<file path="src/rtl/imem_loader.sv">
// imem_loader
// Fills the instruction memory from a byte stream before the core runs.
// Frame: 4-byte little-endian word count N, 4*N data bytes (little-endian
// words), then a 4-byte checksum equal to the sum of the N words mod 2**32.
// Each data word is written to BASE + 4*i with a one-cycle we pulse.
//
// Ports:
//   clk        in   rising-edge clock
//   rst_n      in   asynchronous active-low reset
//   start      in   begin a load (honoured only in IDLE, DONE, ERR)
//   byte_valid in   byte_data is valid
//   byte_data  in   8-bit stream byte
//   byte_ready out  loader accepts a byte this cycle (HDR, DATA, CSUM)
//   we         out  instruction memory write enable, one cycle per word
//   waddr      out  word-aligned byte address of the write
//   wdata      out  word to write
//   cpu_hold   out  high while loading; keeps the core in reset
//   done       out  last load succeeded; held until next start
//   err        out  last load failed; held until next start
module imem_loader #(
  parameter int          ADDR_WIDTH = 10,
  parameter logic [31:0] BASE       = 32'h0000_0000
) (
  input  logic        clk,
  input  logic        rst_n,
  input  logic        start,
  input  logic        byte_valid,
  input  logic [7:0]  byte_data,
  output logic        byte_ready,
  output logic        we,
  output logic [31:0] waddr,
  output logic [31:0] wdata,
  output logic        cpu_hold,
  output logic        done,
  output logic        err
);

  typedef enum logic [2:0] {
    IDLE,
    HDR,
    DATA,
    CSUM,
    DONE,
    ERR
  } state_t;

  // Largest legal word count is the full memory capacity.
  localparam logic [32:0]           CAP = 33'(1) << ADDR_WIDTH;
  localparam logic [ADDR_WIDTH:0]   ONE = 1;

  state_t                state;
  logic [1:0]            bcnt;
  logic [23:0]           part;
  logic [31:0]           word;
  logic [ADDR_WIDTH:0]   nwords;
  logic [ADDR_WIDTH:0]   idx;
  logic [31:0]           sum;
  logic                  take;
  logic                  word_done;

  assign byte_ready = (state == HDR) || (state == DATA) || (state == CSUM);
  assign cpu_hold   = byte_ready;
  assign done       = (state == DONE);
  assign err        = (state == ERR);

  assign take      = byte_valid && byte_ready;
  assign word_done = take && (bcnt == 2'd3);

  // The 4th byte is used straight from the input so a completed word is
  // acted on in the same cycle it arrives.
  assign word = {byte_data, part};

  // Lower three bytes of the word being assembled. Pure data; a reset
  // clears bcnt, which is enough to discard a partial word.
  always_ff @(posedge clk) begin
    if (take) begin
      case (bcnt)
        2'd0:    part[7:0]   <= byte_data;
        2'd1:    part[15:8]  <= byte_data;
        2'd2:    part[23:16] <= byte_data;
        default: ;
      endcase
    end
  end

  always_ff @(posedge clk or negedge rst_n) begin
    if (!rst_n) begin
      state  <= IDLE;
      bcnt   <= 2'd0;
      nwords <= '0;
      idx    <= '0;
      sum    <= 32'd0;
      we     <= 1'b0;
      waddr  <= 32'd0;
      wdata  <= 32'd0;
    end else begin
      we <= 1'b0;
      if (take) bcnt <= bcnt + 2'd1;

      case (state)
        IDLE, DONE, ERR: begin
          if (start) begin
            state <= HDR;
            bcnt  <= 2'd0;
            idx   <= '0;
            sum   <= 32'd0;
          end
        end

        HDR: begin
          if (word_done) begin
            if ({1'b0, word} > CAP) begin
              state <= ERR;
            end else if (word == 32'd0) begin
              state <= CSUM;
            end else begin
              nwords <= word[ADDR_WIDTH:0];
              state  <= DATA;
            end
          end
        end

        DATA: begin
          if (word_done) begin
            we    <= 1'b1;
            waddr <= BASE + 32'({idx, 2'b00});
            wdata <= word;
            sum   <= sum + word;
            idx   <= idx + ONE;
            if (idx + ONE == nwords) state <= CSUM;
          end
        end

        CSUM: begin
          if (word_done) state <= (word == sum) ? DONE : ERR;
        end

        default: state <= IDLE;
      endcase
    end
  end

endmodule

</file>
<file path="config.mk">
export PLATFORM = sky130hd
export DESIGN_NAME = imem_loader
export DESIGN_NICKNAME = d
export VERILOG_FILES = /design/src/rtl/imem_loader.sv
export SDC_FILE = /design/constraint.sdc
export NUM_CORES = 1
export LEC_CHECK = 0
export ABC_AREA = 1
export BUFFER_PORTS_ARGS = -buffer_cell sky130_fd_sc_hd__buf_2
export CAP_MARGIN = 30
export CORE_ASPECT_RATIO = 0.5
export CORE_MARGIN = 5
export CORE_UTILIZATION = 54
export CTS_BUF_LIST = sky130_fd_sc_hd__clkbuf_16
export CTS_CLUSTER_DIAMETER = 80
export CTS_CLUSTER_SIZE = 14
export DETAILED_ROUTE_END_ITERATION = 6
export GPL_TIMING_DRIVEN = 1
export PLACE_DENSITY = 0.74
export SLEW_MARGIN = 25
export SYNTH_ARGS = -nofsm -noshare
export SYNTH_HDL_FRONTEND = slang
export SYNTH_SLANG_ARGS = --single-unit
export TNS_END_PERCENT = 100
</file>
<file path="constraint.sdc">
create_clock -name clk -period 6.1 [get_ports clk]
set_clock_uncertainty 0.2 [all_clocks]
set_input_delay 0.305 -clock clk [delete_from_list [all_inputs] [get_ports clk]]
set_output_delay 0.305 -clock clk [all_outputs]
set_load 0.01 [all_outputs]
</file>
After elaboration in Yosys (flattened, before gate mapping):

Cells that the tools add are included.

* flip-flop bits (word level): 127
* input bits: 12
* word-level logic and storage cells: 68

* add/subtract/negate cells: 3
* $lt $le $gt $ge: 1
* equal/unequal tests: 15
* mux-type cells: 20
* bitwise logic cells: 2
* reductions and logical operators: 16

Operators with widths (number)
* two-way mux 32 bit: 2
* case mux 32 bit (2 select lines): 1
* adder 32 bit: 1
* == test 32 bit: 1
* greater-than comparator 32 x 11 -> 1 bit, second input constant: 1
* logical NOT 32 bit: 1
* two-way mux 11 bit: 2
* case mux 11 bit (2 select lines): 1
* two-way mux 3 bit: 6
* case mux 3 bit (4 select lines): 1
* adder 11 x 1 -> 11 bit, second input constant: 1
* == test 11 bit: 1
* != test 2 bit, second input constant: 4
* AND reduction 2 bit: 4
* == test 3 x 2 -> 1 bit, second input constant: 2
* == test 3 bit, second input constant: 2
* two-way mux 2 bit: 3
* AND reduction 5 bit: 1
* == test 2 bit, second input constant: 2
* two-way mux 1 bit: 4
* AND reduction 4 bit: 1
* == test 3 x 1 -> 1 bit, second input constant: 1
* logical NOT 3 bit: 1
* AND reduction 3 bit: 1
* 9 further kinds: 12

Logic depth before layout (Yosys ltp):

Gate-level depths: netlist (run 1).

* word-level depth: 7
* depth in mapped cells: 15
* depth with buffers taken out: 15

Worst setup path after synthesis (run 1):

Ideal clock, no wire load.

* path kind: register to register
* from: register part[0]
* to: register sum[16]
* setup time: 0.119 ns
* data arrival time: 1.878 ns
* path slack: 3.902 ns
* cell stages (with the launch flop): 13
* path buffers: 0
* period minus slack after synthesis: 2.198 ns
* path through: edfxtp_1 ha_1 fa_1 nand2_1 nand2_1 o21ai_1 inv_1 a21oi_1 inv_1 a31oi_1 nand2_1 nand2_1 o21ai_2

* longest elaborated chain between the ends: 3

Ends and longest elaborated chain
* start, declared: line 53 `logic [23:0] part;`
* start signal, assigned: line 78 `2'd0: part[7:0] <= byte_data;`
* adder 32 bit: line 128 `sum <= sum + word;`
* two-way mux 32 bit: line 124 `if (word_done) begin`
* case mux 32 bit (2 select lines): line 100 `case (state)`
* end signal, assigned: line 128
* end, declared: line 57 `logic [31:0] sum;`

Every way passes these cells. The select of a mux whose other input is x is not followed.
A chain may end at the register's enable or synchronous reset.

Worst setup path in the final report (run 1):

* from: register part[11]
* to: register sum[29]

The elaborated chain is that of the path after synthesis.

==> results of run 1 <==
==> kinds of logic (layout without fill, tap and decap cells) <==
kind of cell | after synthesis | after routing
AO/OA/AOI/OAI | 172 | 172
adder cells (fa/ha/maj) | 37 | 37
XOR/XNOR | 6 | 6
other | 1 | 21
buffers and inverters | 129 | 187
flip-flops | 127 | 127
AND/OR/NAND/NOR | 523 | 523
==> area by class of cell <==
type | count | share of cell area, %
multi-input combinational | 759 | 44.0
sequential | 127 | 38.1
clock buffer | 18 | 5.21
timing repair buffer | 66 | 4.40
inverter | 89 | 3.92
tap | 192 | 2.78
clock inverter | 14 | 1.56
==> metrics by stage <==
| step | hold WS [ps] | setup WS [ps] |
|---|---|---|
| 4_1_cts | 0.984 | 3590 |
| 6_report | -1.17 | 3530 |
| 3_5_place_dp | 108 | 3600 |
| 2_1_floorplan | -191 | 3900 |
| 5_1_grt | 5.60 | 3360 |
| 3_3_place_gp | 99.2 | 3520 |
==> per-layer routing <==
metal  up-vias  share of wire, %  wire (um)
met5         -                 0          0
met4         0               3.1        671
met3        54               7.6       1640
met2       281                45       9740
met1      3228                44       9550
li1       3402                 -          -
==> sequential cells by signal, summed over array words and instances (netlist names) <==
| register | count |
|---|---|
| we | 1 |
| nwords | 11 |
| part | 24 |
| state | 3 |
| wdata | 32 |
| bcnt | 2 |
| sum | 32 |
| idx | 11 |
| waddr | 11 |
==> cells in the final DEF (no fill, tap or decap), drive strengths merged, types with 5 or more instances in the layout <==
master,count
edfxtp,24
nand4,17
o21ai,102
clkbuf,18
conb,21
nor2,109
nor3,11
nand3,67
buf,62
xor2,5
nand3b,7
dfrtp,103
nor4,6
nand2,304
inv,99
ha,36
a21oi,52
==> power by group through the flow <==
stage / logic, uW / clock network (uW) / registers [uW]
after floorplan: 314 / 0 / 939
after global placement: 385 / 0 / 949
after detailed placement: 392 / 0 / 951
after CTS: 397 / 1040 / 935
after global routing: 440 / 1090 / 938
final: 403 / 1040 / 936
==> how the worst min path moves through the flow <==
stage                             from                    end  cells past startpoint
final                       byte_valid      bcnt[0]$_DFF_PN0_                      3
after global routing      byte_data[7]     part[23]$_DFFE_PP_                      1
after CTS                 byte_data[7]     part[23]$_DFFE_PP_                      1
after detailed placement         rst_n  wdata[30]$_DFFE_PN0P_                      1
after global placement           rst_n    sum[23]$_DFFE_PN0P_                      1
after floorplan                  rst_n      bcnt[0]$_DFF_PN0_                      0
==> worst max-delay path, cell delays in order (launching register included) <==
cell and delay (ps):
edfxtp_1 550, ha_1 470, nand2_1 120, nor2_1 220, nand2_1 110, o21ai_2 350, nand3b_1 180, nand2_1 100
nand2_1 50, nand3_1 60, nand2_1 60
==> run metrics, run 1 <==
outcome=complete, but fails checks; failing checks=hold timing; critical path startpoint category=flip-flop; P per Cell Area=275 nW/um2; worst skew pair latency=420 ps; Seq pwr share=39.4%; clock buffer count from CTS=17; number of global-route vias before repair=6737; Peak supply drop=0.000175 V; crit path capture=sum[29]$_DFFE_PN0P_; Post-Synth Adder-Cell Area=6.15%; nets=1109; pins over their slew limit=0; CTS tree=built; htree depth=4; max_slew headroom=between 40% and 50%; register area=3300 um2; top post-synthesis cells by count=nand2_1, dfrtp_1, nor2_1; post-route insts no fill=approximately 1.3k; routed vias=6965; most frequent cell after synthesis=nand2_1; fraction of the mapped netlist area in simple logic gates=29.2%; Synth cell types=43; Worst Path Arrival=2690 ps; Port Buffers=59; multi-input logic area=3800 um2; Total GRT Usage=26.7%; Std-Cell Core Area=13700 um2; Post-Syn Area=7650 um2; Mapped Avg Cell Area=slightly below 8 um2; initial core utilization=55.9%; RSZ-0062 raised after global routing=false; CTS hold repair buffers=4; met1 Track Usage GR=35.9%; final period utilization=42.2%; layout cell share with drive strength beyond 1=12.8%; Register-to-Register Path Depth=10; hpwl dp=~16 mm; Synth top area share=33.7%; Final Instance Area=8650 um2; layer with the highest usage=met2; main combinational cell family by area after synthesis=simple AND/OR/NAND/NOR gates; ANT nets after route=0; sw power=808 uW; synth top area cells=dfrtp_1, nand2_1, edfxtp_1, ha_1, nor2_1; Gate power share=16.9%; GPL Wtd Cong=0.968; dominant synthesized flop cell=dfrtp_1; min Tclk post-route=2570 ps; fin util=63.1%; Least-Margin Pin Slew=around 880 ps; P_leak=~0.0043 uW; Post-DP Area=7990 um2; Tot Pwr=2380 uW; area delta synth->final=13.0%; Iter 0 DRT Violations=570; Critical path origin=part[11]$_DFFE_PP_; sequential-to-total area share from yosys stat=43.1%; DRC Markers=0; met2 Use GR=43.4%; WL/cell=17.1 um; Syn Inst Count=995; first-pass GRT wire length=34.7 mm; setup_tns=0 ps; dpl cells=1228; RR Endpoint=sum[29]$_DFFE_PN0P_; Longest Clk Path Bufs=2; Worst-path clk slew=70 ps; CTS Sinks=127; GR Overflow Total=0; EDFF count, synth=24; Clock Power Share=43.7%; Worst EP required=6220 ps; xor/xnor share of the synthesized area=0.687%; FILL cells=approximately 1.2k; Yosys warnings=0; Pre-antenna DRT Iters=5; IO Pins=81; Die Height=94.2 um; Setup CP Type=reg2reg; Ant. Diodes=0; post-synthesis sequential element count=127; Clock Tree Root=clkbuf_16; Crit. End Element=flip-flop; worst reg2reg path startpoint=part[11]$_DFFE_PP_; area leader, netlist=dfrtp_1; internal power=1570 uW; largest net degree at the start of global routing=85; switching share of power=34.0%; Final Hold Fails=1; final WL=about 22 mm; full die area=16800 um2; Via density=5.51; post-synthesis mux area share=0%; ys async rst share=81.1%; Fmax=slightly below 400 MHz; complex-gate fraction of the synthesized area=12.6%; Die Span X=178 um; number of setup buffers added after CTS=0; MaxCap Viol Count=0; initial antenna violation count=0; critical path peak fanout=6; # rows=30; grt met3 use=4.87%; Hold WC Path Type=in2reg; cts repair resizes=0; hold_ws=-1.17 ps; final setup vio count=0; reg-to-reg slack, setup=3530 ps
Note: power is estimated with default switching activity, not from simulation.
==> run 2, diff against run 1 <==
- clock period: 6.1 -> 2.4 ns (I/O delays scaled with it)
==> run metrics, run 2 (same netlist as run 1, synthesis figures left out) <==
CTS tree=built (unchanged); layer with the highest usage=met2 (unchanged); P_leak=0.00450 uW (was 0.00431 uW); P per Cell Area=679 nW/um2 (was 275 nW/um2); Worst Path Arrival=2540 ps (was 2690 ps); Setup CP Type=reg2reg (unchanged); ANT nets after route=0 (unchanged); number of global-route vias before repair=6965 (was 6737); Clock Tree Root=clkbuf_16 (unchanged); Iter 0 DRT Violations=645 (was 570); Post-DP Area=8210 um2 (was 7990 um2); WL/cell=17.1 um (about the same); Worst path max stage delay=410 ps (was 550 ps); largest net degree at the start of global routing=65 (was 85); MaxCap Viol Count=0 (unchanged); Std-Cell Core Area=13700 um2 (unchanged); final WL=22.2 mm (was 21.6 mm); Pre-antenna DRT Iters=5 (unchanged); RSZ-0062 raised after global routing=true (was false); outcome=complete, but fails checks (unchanged); FILL cells=1196 (was 1235); Gate power share=17.8% (was 16.9%); Clock Power Share=43.6% (was 43.7%); final setup vio count=1 (was 0); grt met3 use=5.07% (was 4.87%); sw power=1990 uW (was 808 uW); Die Height=94.2 um (unchanged); first-pass GRT wire length=35.7 mm (was 34.7 mm); IO Pins=81 (unchanged); nets=1143 (was 1109); met1 Track Usage GR=37.7% (was 35.9%); Port Buffers=59 (unchanged); initial core utilization=55.9% (unchanged); layout cell share with drive strength beyond 1=17.2% (was 12.8%); Critical-path top delay cell=edfxtp_1 (unchanged); htree depth=4 (unchanged); GR Overflow Total=0 (unchanged); register area=3300 um2 (unchanged); clock buffer count from CTS=17 (unchanged); internal power=4170 uW (was 1570 uW); most frequent cells in the layout=nand2_1, dfrtp_1, nor2_1, inv_1, nand3_1 (was nand2_1, nor2_1, dfrtp_1, inv_1, nand3_1); failing checks=setup timing (was hold timing); switching share of power=32.3% (was 34.0%); critical path peak fanout=6 (unchanged); Longest Clk Path Bufs=2 (unchanged); post-route setup slack=-32.2 ps (was 3530 ps); CP cell instances=ha_1 -> a21oi_1 -> o21ai_2 -> nor2_2 -> o21ai_2 -> buf_4 -> buf_4 -> o21ai_0 -> nand2_1 (was ha_1 -> nand2_1 -> nor2_1 -> nand2_1 -> o21ai_2 -> nand3b_1 -> nand2_1 -> nand2_1 -> nand3_1 -> nand2_1); Worst EP required=2510 ps (was 6220 ps); Die Span X=178 um (unchanged); Crit. End Element=flip-flop (unchanged); pins over their slew limit=0 (unchanged); Peak supply drop=0.000404 V (was 0.000175 V); area delta synth->final=18.4% (was 13.0%); Final Instance Area=9060 um2 (was 8650 um2); final period utilization=101% (was 42.2%); full die area=16800 um2 (unchanged); met2 Use GR=43.6% (was 43.4%); worst skew pair latency=430 ps (was 420 ps); Via density=5.51 (about the same); DRC Markers=0 (unchanged); Register-to-Register Path Depth=9 (was 10); Final Hold Fails=0 (was 1); hpwl dp=16.4 mm (was 15.8 mm); multi-input logic area=3920 um2 (was 3800 um2); Total GRT Usage=27.5% (was 26.7%); Largest regs=sum (32), wdata (32), part (24) (unchanged); Hold WC Path Type=in2async (was in2reg); routed vias=7153 (was 6965); Seq pwr share=38.7% (was 39.4%); min Tclk post-route=2430 ps (was 2570 ps); Ant. Diodes=0 (unchanged); Fmax=411 MHz (was 388 MHz); # rows=30 (unchanged); critical path startpoint category=flip-flop (unchanged); initial antenna violation count=0 (unchanged); CTS Sinks=127 (unchanged); most common cell after layout, fill and taps aside=nand2_1 (unchanged); dpl ws=-1.99 ps (was 3600 ps); GPL Wtd Cong=0.938 (was 0.968); Worst-path clk slew=70 ps (about the same)
[run 2: cell count changes in the layout (fill, tap and decap cells not counted), sizes merged]
cell | before | now
bufinv | 0 | 2
clkinvlp | 2 | 0
inv | 99 | 96
clkbuf | 18 | 17
buf | 62 | 88
clkinv | 2 | 6
dlygate4sd3 | 4 | 12
[run 2: per-layer routing]
| layer | vias up | wire length (um) | part of all wire (%) |
|---|---|---|---|
| met5 | - | 0 | 0 |
| met1 | 3381 | 10300 | 46 |
| met2 | 268 | 9790 | 44 |
| li1 | 3461 | - | - |
| met4 | 0 | 530 | 2.4 |
| met3 | 43 | 1580 | 7.1 |
[run 2: area by class of cell]
cell class | count | area share (%)
clock inverters | 15 | 1.91
multi-input cells | 759 | 43.2
repair buffers | 100 | 7.43
flip-flops and latches | 127 | 36.4
inverters | 89 | 3.74
well taps | 192 | 2.65
clock buffers | 17 | 4.69
[run 2: repair_timing]
action | CTS | global route
setup buffers | 0 | 3
pin swaps | 0 | 2
resized for setup | 1 | 31
setup endpoints to repair | 1 | 20
hold buffers | 12 | 0
endpoints found under the hold margin | 138 | 0
[run 2: stage by stage]
stage	TNS [ps]	cells	hold slack (ps)	util [%]	total power, uW
final	-32.2	1299	7.95	66.2	6150
after CTS	0	1296	6.14	65.2	6140
after global placement	0	1252	-90.9	59.9	3430
after global routing	-321	1299	47.2	66.2	6400
after detailed placement	-1.99	1252	-78.0	59.9	3450
after floorplan	0	1015	-376	-	3180
[run 2: worst paths after layout]
kind | start | endpoint | slack, ps
hold / removal | rst_n | we$_DFF_PN0_ | 8
hold reg to reg | wdata[19]$_DFFE_PN0P_ | wdata[19]$_DFFE_PN0P_ | 270
min in group clk | wdata[19]$_DFFE_PN0P_ | wdata[19]$_DFFE_PN0P_ | 270
max in group asynchronous | rst_n | state[0]$_DFFE_PN0P_ | 1310
setup / recovery | part[2]$_DFFE_PP_ | sum[13]$_DFFE_PN0P_ | -30
setup reg to reg | part[2]$_DFFE_PP_ | sum[13]$_DFFE_PN0P_ | -30
[run 2: power groups by stage]
stage	clock (uW)	combinational (uW)	sequential (uW)
2_1_floorplan	0	797	2390
3_3_place_gp	0	1020	2410
3_5_place_dp	0	1040	2410
4_1_cts	2700	1070	2370
5_1_grt	2810	1200	2390
6_report	2680	1090	2380
[run 2: critical path, delay by kind of cell, from the launching register on]
kind | cells | cell delay (ps)
adders and majority gates | 1 | 390
buffers and inverters | 2 | 280
DFF | 1 | 410
AOI/OAI and AO/OA | 4 | 760
and+or+nand+nor | 2 | 270
==> run 3, diff against run 2 <==
- SKIP_CTS_REPAIR_TIMING: unset -> 1
- clock period: 2.4 -> 2.65 ns (I/O delays scaled with it)
==> run metrics, run 3 (same netlist as run 1, synthesis figures left out) <==
outcome=complete, no violations (was complete, but fails checks); Register-to-Register Path Depth=12 (was 9); Crit. End Element=flip-flop (unchanged); GR Overflow Total=0 (unchanged); Peak supply drop=0.000448 V (was 0.000404 V); most common cell after layout, fill and taps aside=nand2_1 (unchanged); final period utilization=91.7% (was 101%); # rows=30 (unchanged); final WL=21.4 mm (was 22.2 mm); WP buf/inv=0 (was 2); reg-to-reg slack, setup=220 ps (was -30 ps); IO Pins=81 (unchanged); Final Hold Fails=0 (unchanged); CTS Sinks=127 (unchanged); initial antenna violation count=0 (unchanged); worst reg2reg path startpoint=part[0]$_DFFE_PP_ (was part[2]$_DFFE_PP_); setup_tns=0 ps (was -32.2 ps); Die Span X=178 um (unchanged); Ant. Diodes=0 (unchanged); Longest Clk Path Bufs=2 (unchanged); nets=1125 (was 1143); ANT nets after route=0 (unchanged); htree depth=4 (unchanged); cell family with most CP delay=adder cells (was compound AO/OA/AOI/OAI gates); Worst-path clk slew=70 ps (about the same); Die Height=94.2 um (unchanged); Worst EP required=2780 ps (was 2510 ps); Fmax=412 MHz (was 411 MHz); CTS tree=built (unchanged); fin util=64.2% (was 66.2%); Clock Tree Root=clkbuf_16 (unchanged); Hold WC Path Type=in2async (unchanged); Port Buffers=59 (unchanged); RSZ-0062 raised after global routing=false (was true); largest net degree at the start of global routing=41 (was 65); Worst Path Arrival=2560 ps (was 2540 ps); WL/cell=16.7 um (was 17.1 um); number of global-route vias before repair=6661 (was 6965); final setup vio count=0 (was 1); area delta synth->final=15.0% (was 18.4%); Via density=5.54 (was 5.51); Iter 0 DRT Violations=575 (was 645); P_leak=0.00440 uW (was 0.00450 uW); RR Endpoint=sum[22]$_DFFE_PN0P_ (was sum[13]$_DFFE_PN0P_); Critical-path top delay cell=fa_1 (was edfxtp_1); first-pass GRT wire length=34.3 mm (was 35.7 mm); critical path peak fanout=4 (was 6); full die area=16800 um2 (unchanged); MaxCap Viol Count=0 (unchanged); clock buffer count from CTS=17 (unchanged); min Tclk post-route=2430 ps (about the same); dpl cells=1237 (was 1252); CP dominant cell by count=nand2_1; GPL Wtd Cong=0.986 (was 0.938); post-route insts no fill=1281 (was 1299); DRC Markers=0 (unchanged); routed vias=7101 (was 7153); hpwl dp=15.7 mm (was 16.4 mm); P per Cell Area=626 nW/um2 (was 679 nW/um2); CP cell instances=ha_1 -> fa_1 -> nand2_1 -> nand2_1 -> o21ai_2 -> o21ai_1 -> nand2_1 -> nand2_1 -> nand2_1 -> nand2_1 -> nor2_1 -> o21ai_2 (was ha_1 -> a21oi_1 -> o21ai_2 -> nor2_2 -> o21ai_2 -> buf_4 -> buf_4 -> o21ai_0 -> nand2_1); Total GRT Usage=26.2% (was 27.5%); Largest regs=sum (32), wdata (32), part (24) (unchanged); Std-Cell Core Area=13700 um2 (unchanged); pins over their slew limit=0 (unchanged); initial core utilization=55.9% (unchanged); Setup CP Type=reg2reg (unchanged); Least-Margin Pin Slew=about 660 ps; most frequent cells in the layout=nand2_1, nor2_1, dfrtp_1, inv_1, nand3_1 (was nand2_1, dfrtp_1, nor2_1, inv_1, nand3_1); layout cell share with drive strength beyond 1=13.3% (was 17.2%); critical path startpoint category=flip-flop (unchanged); max_slew headroom=55.6%; worst skew pair latency=430 ps (about the same); Pre-antenna DRT Iters=5 (unchanged); Worst path max stage delay=440 ps (was 410 ps)
==> run 3: cell count changes in the layout (fill, tap and decap cells not counted), sizes merged <==
cell	previous run	this run
inv	96	98
buf	88	70
bufinv	2	1
clkinv	6	4
clkbuf	17	18
==> run 3: power by group <==
group / internal [uW] / switching [uW] / leakage [uW] / total [uW]
sequential: 2080 / 76.1 / 0.00165 / 2150
combinational: 253 / 685 / 0.00245 / 938
clock: 1380 / 1030 / 0.000295 / 2420
==> run 3: layout make-up <==
cell class	count	area [um2]
Multi-Input combinational cell	759	3810
Inverter	89	339
Clock inverter	14	143
Timing Repair Buffer	82	526
Sequential cell	127	3300
Tap cell	192	240
Clock buffer	18	450
Fill cell	1201	4900
==> run 3: per-layer routing <==
layer	up-vias	part of all wire (%)	global-route usage (%)
met5	-	0	0
met1	3356	45	36.3
met4	0	1.9	8.55
li1	3422	-	-
met2	283	45	41.7
met3	40	8.5	4.87
==> run 3: worst max-delay path by stage <==
stage,start,depth (start not counted),to,slack (ps)
after floorplan,part[0]$_DFFE_PP_,12,sum[16]$_DFFE_PN0P_,450
after global placement,part[0]$_DFFE_PP_,12,sum[22]$_DFFE_PN0P_,250
after detailed placement,part[0]$_DFFE_PP_,12,sum[22]$_DFFE_PN0P_,170
after CTS,part[0]$_DFFE_PP_,12,sum[22]$_DFFE_PN0P_,170
after global routing,part[0]$_DFFE_PP_,12,sum[30]$_DFFE_PN0P_,10
final,part[0]$_DFFE_PP_,12,sum[22]$_DFFE_PN0P_,220
==> run 3: metrics by stage <==
step	hold WS, ps	setup WS [ps]	instance area (um2)	total power [uW]
floorplan	-363	452	7730	2880
global placement	-36.4	252	8090	3080
detailed placement	-33.5	172	8090	3090
CTS	-484	165	8680	5480
global route	119	12.2	8800	5730
finish	51.9	221	8800	5510
